File: src/rtl/usb_nrzi_tx.sv
`default_nettype none
// usb_nrzi_tx -- USB transmit line encoder: NRZI, bit stuffing and EOP generation (rev 1.0).
// The FSM state names the current cycle's role; its encoding decision lands on dp/dm at the edge that ends it.
module usb_nrzi_tx #(
  parameter int STUFF_LEN      = 6,
  parameter int EOP_SE0_CYCLES = 2
) (
  input  logic clk,
  input  logic rst_L,
  input  logic in_valid,
  input  logic in_bit,
  input  logic in_last,
  output logic in_ready,
  output logic dp,
  output logic dm,
  output logic tx_en,
  output logic err
);

  localparam int CW = $clog2(STUFF_LEN + 1);
  localparam int SW = (EOP_SE0_CYCLES > 1) ? $clog2(EOP_SE0_CYCLES + 1) : 1;

  typedef enum logic [2:0] {
    IDLE    = 3'd0,
    DATA    = 3'd1,
    STUFF   = 3'd2,
    EOP_SE0 = 3'd3,
    EOP_J   = 3'd4
  } state_t;

  state_t        state;
  logic          level;      // 1 = J, 0 = K
  logic [CW-1:0] ones;
  logic          last_pend;
  logic [SW-1:0] se0_cnt;

  logic enc_level;
  logic stuff_hit;

  always_comb begin
    enc_level = in_bit ? level : ~level;
    stuff_hit = in_bit && (ones == CW'(STUFF_LEN - 1));
  end

  always_ff @(posedge clk or negedge rst_L) begin
    if (!rst_L) begin
      state     <= IDLE;
      level     <= 1'b1;
      ones      <= '0;
      last_pend <= 1'b0;
      se0_cnt   <= '0;
      dp        <= 1'b1;
      dm        <= 1'b0;
      tx_en     <= 1'b0;
      err       <= 1'b0;
      in_ready  <= 1'b1;
    end else begin
      err <= 1'b0;
      case (state)
        IDLE, DATA: begin
          if (in_valid) begin
            level     <= enc_level;
            dp        <= enc_level;
            dm        <= ~enc_level;
            tx_en     <= 1'b1;
            ones      <= in_bit ? ones + CW'(1) : '0;
            last_pend <= in_last;
            if (stuff_hit) begin
              state    <= STUFF;
              in_ready <= 1'b0;
            end else if (in_last) begin
              state    <= EOP_SE0;
              se0_cnt  <= '0;
              in_ready <= 1'b0;
            end else begin
              state    <= DATA;
              in_ready <= 1'b1;
            end
          end else if (state == DATA) begin
            // Underrun: the error pulse and the first SE0 share this cycle.
            err      <= 1'b1;
            dp       <= 1'b0;
            dm       <= 1'b0;
            ones     <= '0;
            in_ready <= 1'b0;
            if (EOP_SE0_CYCLES > 1) begin
              state   <= EOP_SE0;
              se0_cnt <= SW'(1);
            end else begin
              state <= EOP_J;
            end
          end else begin
            dp    <= 1'b1;
            dm    <= 1'b0;
            tx_en <= 1'b0;
          end
        end
        STUFF: begin
          level <= ~level;
          dp    <= ~level;
          dm    <= level;
          ones  <= '0;
          if (last_pend) begin
            state    <= EOP_SE0;
            se0_cnt  <= '0;
            in_ready <= 1'b0;
          end else begin
            state    <= DATA;
            in_ready <= 1'b1;
          end
        end
        EOP_SE0: begin
          dp <= 1'b0;
          dm <= 1'b0;
          if (se0_cnt == SW'(EOP_SE0_CYCLES - 1)) begin
            state <= EOP_J;
          end else begin
            se0_cnt <= se0_cnt + SW'(1);
          end
        end
        EOP_J: begin
          dp       <= 1'b1;
          dm       <= 1'b0;
          tx_en    <= 1'b1;
          level    <= 1'b1;
          ones     <= '0;
          state    <= IDLE;
          in_ready <= 1'b1;
        end
        default: begin
          state    <= IDLE;
          level    <= 1'b1;
          ones     <= '0;
          dp       <= 1'b1;
          dm       <= 1'b0;
          tx_en    <= 1'b0;
          in_ready <= 1'b1;
        end
      endcase
    end
  end

endmodule
`default_nettype wire

File: config.mk
export PLATFORM = sky130hd
export DESIGN_NAME = usb_nrzi_tx
export DESIGN_NICKNAME = d
export VERILOG_FILES = /design/src/rtl/usb_nrzi_tx.sv
export SDC_FILE = /design/constraint.sdc
export NUM_CORES = 1
export LEC_CHECK = 0
export BUFFER_PORTS_ARGS = -buffer_cell sky130_fd_sc_hd__buf_2
export CAP_MARGIN = 5
export CORE_MARGIN = 1
export CORE_UTILIZATION = 35
export CTS_CLUSTER_DIAMETER = 40
export DETAILED_ROUTE_END_ITERATION = 12
export PLACE_DENSITY_LB_ADDON = 0.15
export REMOVE_ABC_BUFFERS = 1
export SLEW_MARGIN = 40
export SYNTH_ARGS = -nofsm -noshare
export SYNTH_HDL_FRONTEND = slang
export SYNTH_SLANG_ARGS = --single-unit
File: constraint.sdc
create_clock -name clk -period 1.6 [get_ports clk]
set_input_delay 0.24 -clock clk [delete_from_list [all_inputs] [get_ports clk]]
set_output_delay 0.24 -clock clk [all_outputs]
set_load 0.05 [all_outputs]
==> impl_metrics.json <==
{
  "status": "finished clean",
  "p_seq_share_pct": 34.5,
  "path_cells": "buf_4 > a31oi_4 > o21ai_1 > a21oi_2 > mux2_1",
  "fin_skew_ns": 0.00289,
  "setup_tns_ns": 0,
  "core_area_um2": 2040,
  "worstSetupPathType": "flip-flop to flip-flop",
  "slew_viol_final": 0,
  "critPathRequiredTime_ns": 1.77,
  "syn_to_final_growth_pct": 22.6,
  "intPower_mw": 1.12,
  "synthArstFlopShare_pct": 100,
  "ys_seq_area_share_pct": 48.2,
  "antenna_cells_inserted": 0,
  "synthSimpleGateAreaFrac_pct": 18.6,
  "vias": 641,
  "place_congestion": 0.816,
  "rsz0062_at_grt": "false",
  "io_pins": 10,
  "synth_warnings": 0,
  "grt_use_met2_pct": 23.1,
  "synth-compound-area-share_pct": 18.6,
  "grt_pass1_vias": 607,
  "synth_xor_area_share_pct": 1.11,
  "pre_cts_ws_ns": 0.0171,
  "power.leakage_nw": 0.419,
  "ctsLongestPathBuffers": 2,
  "powerDensity_nw_per_um2": 2070,
  "antenna_found_initial": 0,
  "nNetsFinal": 108,
  "synth-edff-count": 0,
  "cts_inserted_buffers": 3,
  "irDropWorstVdd_uv": 923,
  "port-buffer-count": 9,
  "via_per_inst": 5.09,
  "ctsRootBufferMaster": "clkbuf_4",
  "synthAdderAreaFrac_pct": 4.77,
  "synth_cell_types": 33,
  "finalPower_mw": 2.00,
  "dieArea_um2": 2440,
  "drtPass1Iterations": 4,
  "post-route-worst-setup-slack_ns": 0.0945,
  "clock.fmax_mhz": 664,
  "swShare_pct": 44.1,
  "cts-htree-levels": 1,
  "grt_use_total_pct": 14.1,
  "grt-busiest-layer": "met2",
  "hold_path_class": "input pin to flip-flop",
  "layout_min_cycle_time_ns": 1.51,
  "met1_usage_pct": 16.0,
  "maxCapViolCount": 0,
  "wirelength_um": 1500,
  "syn_area_um2": 787,
  "drive_gt1_share_pct": 29.3,
  "dp_hpwl_um": 1130,
  "path_max_fanout": 8,
  "initial_utilization_pct": 38.5,
  "power.switching_mw": 0.880,
  "cts_tree": "yes",
  "drc": 0,
  "ant_nets": 0,
  "crit_path_end_kind": "flip-flop",
  "clk_latency_ns": 0.28,
  "hold_viol": 0,
  "clkTransAtPathRegs_ns": 0.08,
  "drt_iter0_drc": 4,
  "arrival_ns": 1.67,
  "ys_ff_latch": 15,
  "holdWs_ns": 0.215,
  "synth_top_family_by_area": "simple AND/OR/NAND/NOR gates",
  "synthMuxAreaShare_pct": 4.13,
  "p_clk_share_pct": 10.4,
  "gr-total-overflow": 0,
  "grt_pass1_wl_um": 2540,
  "rows": 16,
  "grtUsageMet3_pct": 6.54,
  "p_comb_share_pct": 55.1,
  "cts.sink_count": 15,
  "syn_inst": 81,
  "grt_start_max_net_pins": 16,
  "die_h_um": 49.4,
  "cp_slowest_cell": "dfrtp_2",
  "syn_avg_cell_area_um2": 9.72,
  "relSlewSlack_pct": 78.8,
  "tightest_slew_ns": 0.314,
  "setup_viol": 0,
  "die_x_um": 49.4,
  "cp_slowest_stage_delay_ns": 0.46,
  "ys.flop_type": "dfrtp_1",
  "min_period_over_period_pct": 94.1,
  "start_kind": "flip-flop",
  "wl_per_cell_um": 11.9
}
-- Yosys cell counts (all sizes together) (2+ instances only) --
| cell | n | area [um2] |
|---|---|---|
| dfrtp | 12 | 300 |
| nor2 | 7 | 28.8 |
| inv | 4 | 15.0 |
| a21oi | 7 | 42.5 |
| o21ai | 7 | 35.0 |
| ha | 3 | 37.5 |
| buf | 3 | 17.5 |
| nand2b | 2 | 12.5 |
| nand2 | 8 | 30.0 |
| a31oi | 3 | 18.8 |
| nor2b | 3 | 18.8 |
| or3 | 3 | 18.8 |
| dfstp | 3 | 78.8 |
| mux2 | 2 | 22.5 |
-- power by group through the flow --
stage / clock network [mW] / registers, mW / logic [mW]
CTS: 0.224 / 0.688 / 0.994
global route: 0.236 / 0.711 / 1.20
finish: 0.208 / 0.689 / 1.10
floorplan: 0 / 0.916 / 0.479
global placement: 0 / 0.694 / 0.970
detailed placement: 0 / 0.692 / 0.986
-- worst max-delay path: cells and delay by family, from the launching register on --
family                 cells  cell delay, ns
buffers and inverters      1            0.16
flip-flops                 1            0.46
AO/OA/AOI/OAI              3            0.44
multiplexers               1            0.34
-- placed cells by master (no fill, tap or decap), types with 2 or more instances in the layout --
cell type and n:
a21oi_1 5, a31oi_1 2, buf_2 9, buf_4 8, clkbuf_4 3, dfrtp_1 11
dfstp_2 3, ha_1 3, inv_1 4, nand2_1 8, nand2b_1 2, nor2_1 6
nor2b_1 3, o21ai_0 2, o21ai_1 5, or3_1 3
-- layout make-up --
cell class / instances / area [um2]
Clock buffer: 4 / 26.3
Multi-Input combinational cell: 58 / 394
Fill cell: 212 / 1080
Tap cell: 27 / 33.8
Timing Repair Buffer: 18 / 115
Sequential cell: 15 / 380
Inverter: 4 / 15.0
-- registers in the layout, indices dropped and copies added, names as in the netlist --
| name | cells |
|---|---|
| dm | 1 |
| dp | 1 |
| err | 1 |
| in_ready | 1 |
| last_pend | 1 |
| level | 1 |
| ones | 3 |
| se0_cnt | 2 |
| state | 3 |
| tx_en | 1 |
-- cells by family (layout without fill, tap and decap cells) --
logic type / Yosys count / after routing
buffers and inverters: 8 / 26
DFF: 15 / 15
muxes: 3 / 3
AOI/OAI and AO/OA: 23 / 23
adders and majority gates: 3 / 3
and+or+nand+nor: 28 / 28
xor gates and xnor gates: 1 / 1
-- per-stage QoR --
step	cell area [um2]	utilization [%]	cells
floorplan	766	-	77
global placement	890	43.6	119
detailed placement	890	43.6	119
CTS	927	45.4	124
global route	965	47.2	126
finish	965	47.2	126
-- repair_timing --
item,CTS,global route
pin swaps,1,0
hold buffers,1,0
buffers inserted,0,2
hold endpoints to repair,12,0
resized for setup,1,3
setup endpoints to repair,1,2
-- path summary, 6_finish.rpt --
kind,start,end,slack [ns],cells after the start
hold / removal,in_last,last_pend,0.21,2
setup reg to reg,state[1],se0_cnt[1],0.09,5
min in group asynchronous,rst_L,last_pend,0.38,2
max in group asynchronous,rst_L,level,0.93,2
setup / recovery,state[1],se0_cnt[1],0.09,5
hold reg to reg,se0_cnt[1],se0_cnt[1],0.49,1
-- per-layer routing --
layer | wire length [um] | vias to the layer above
met5 | 0 | -
met4 | 12 | 0
met3 | 60 | 2
met2 | 713 | 10
met1 | 717 | 303
li1 | - | 326
Note: power is estimated with default switching activity, not from simulation.
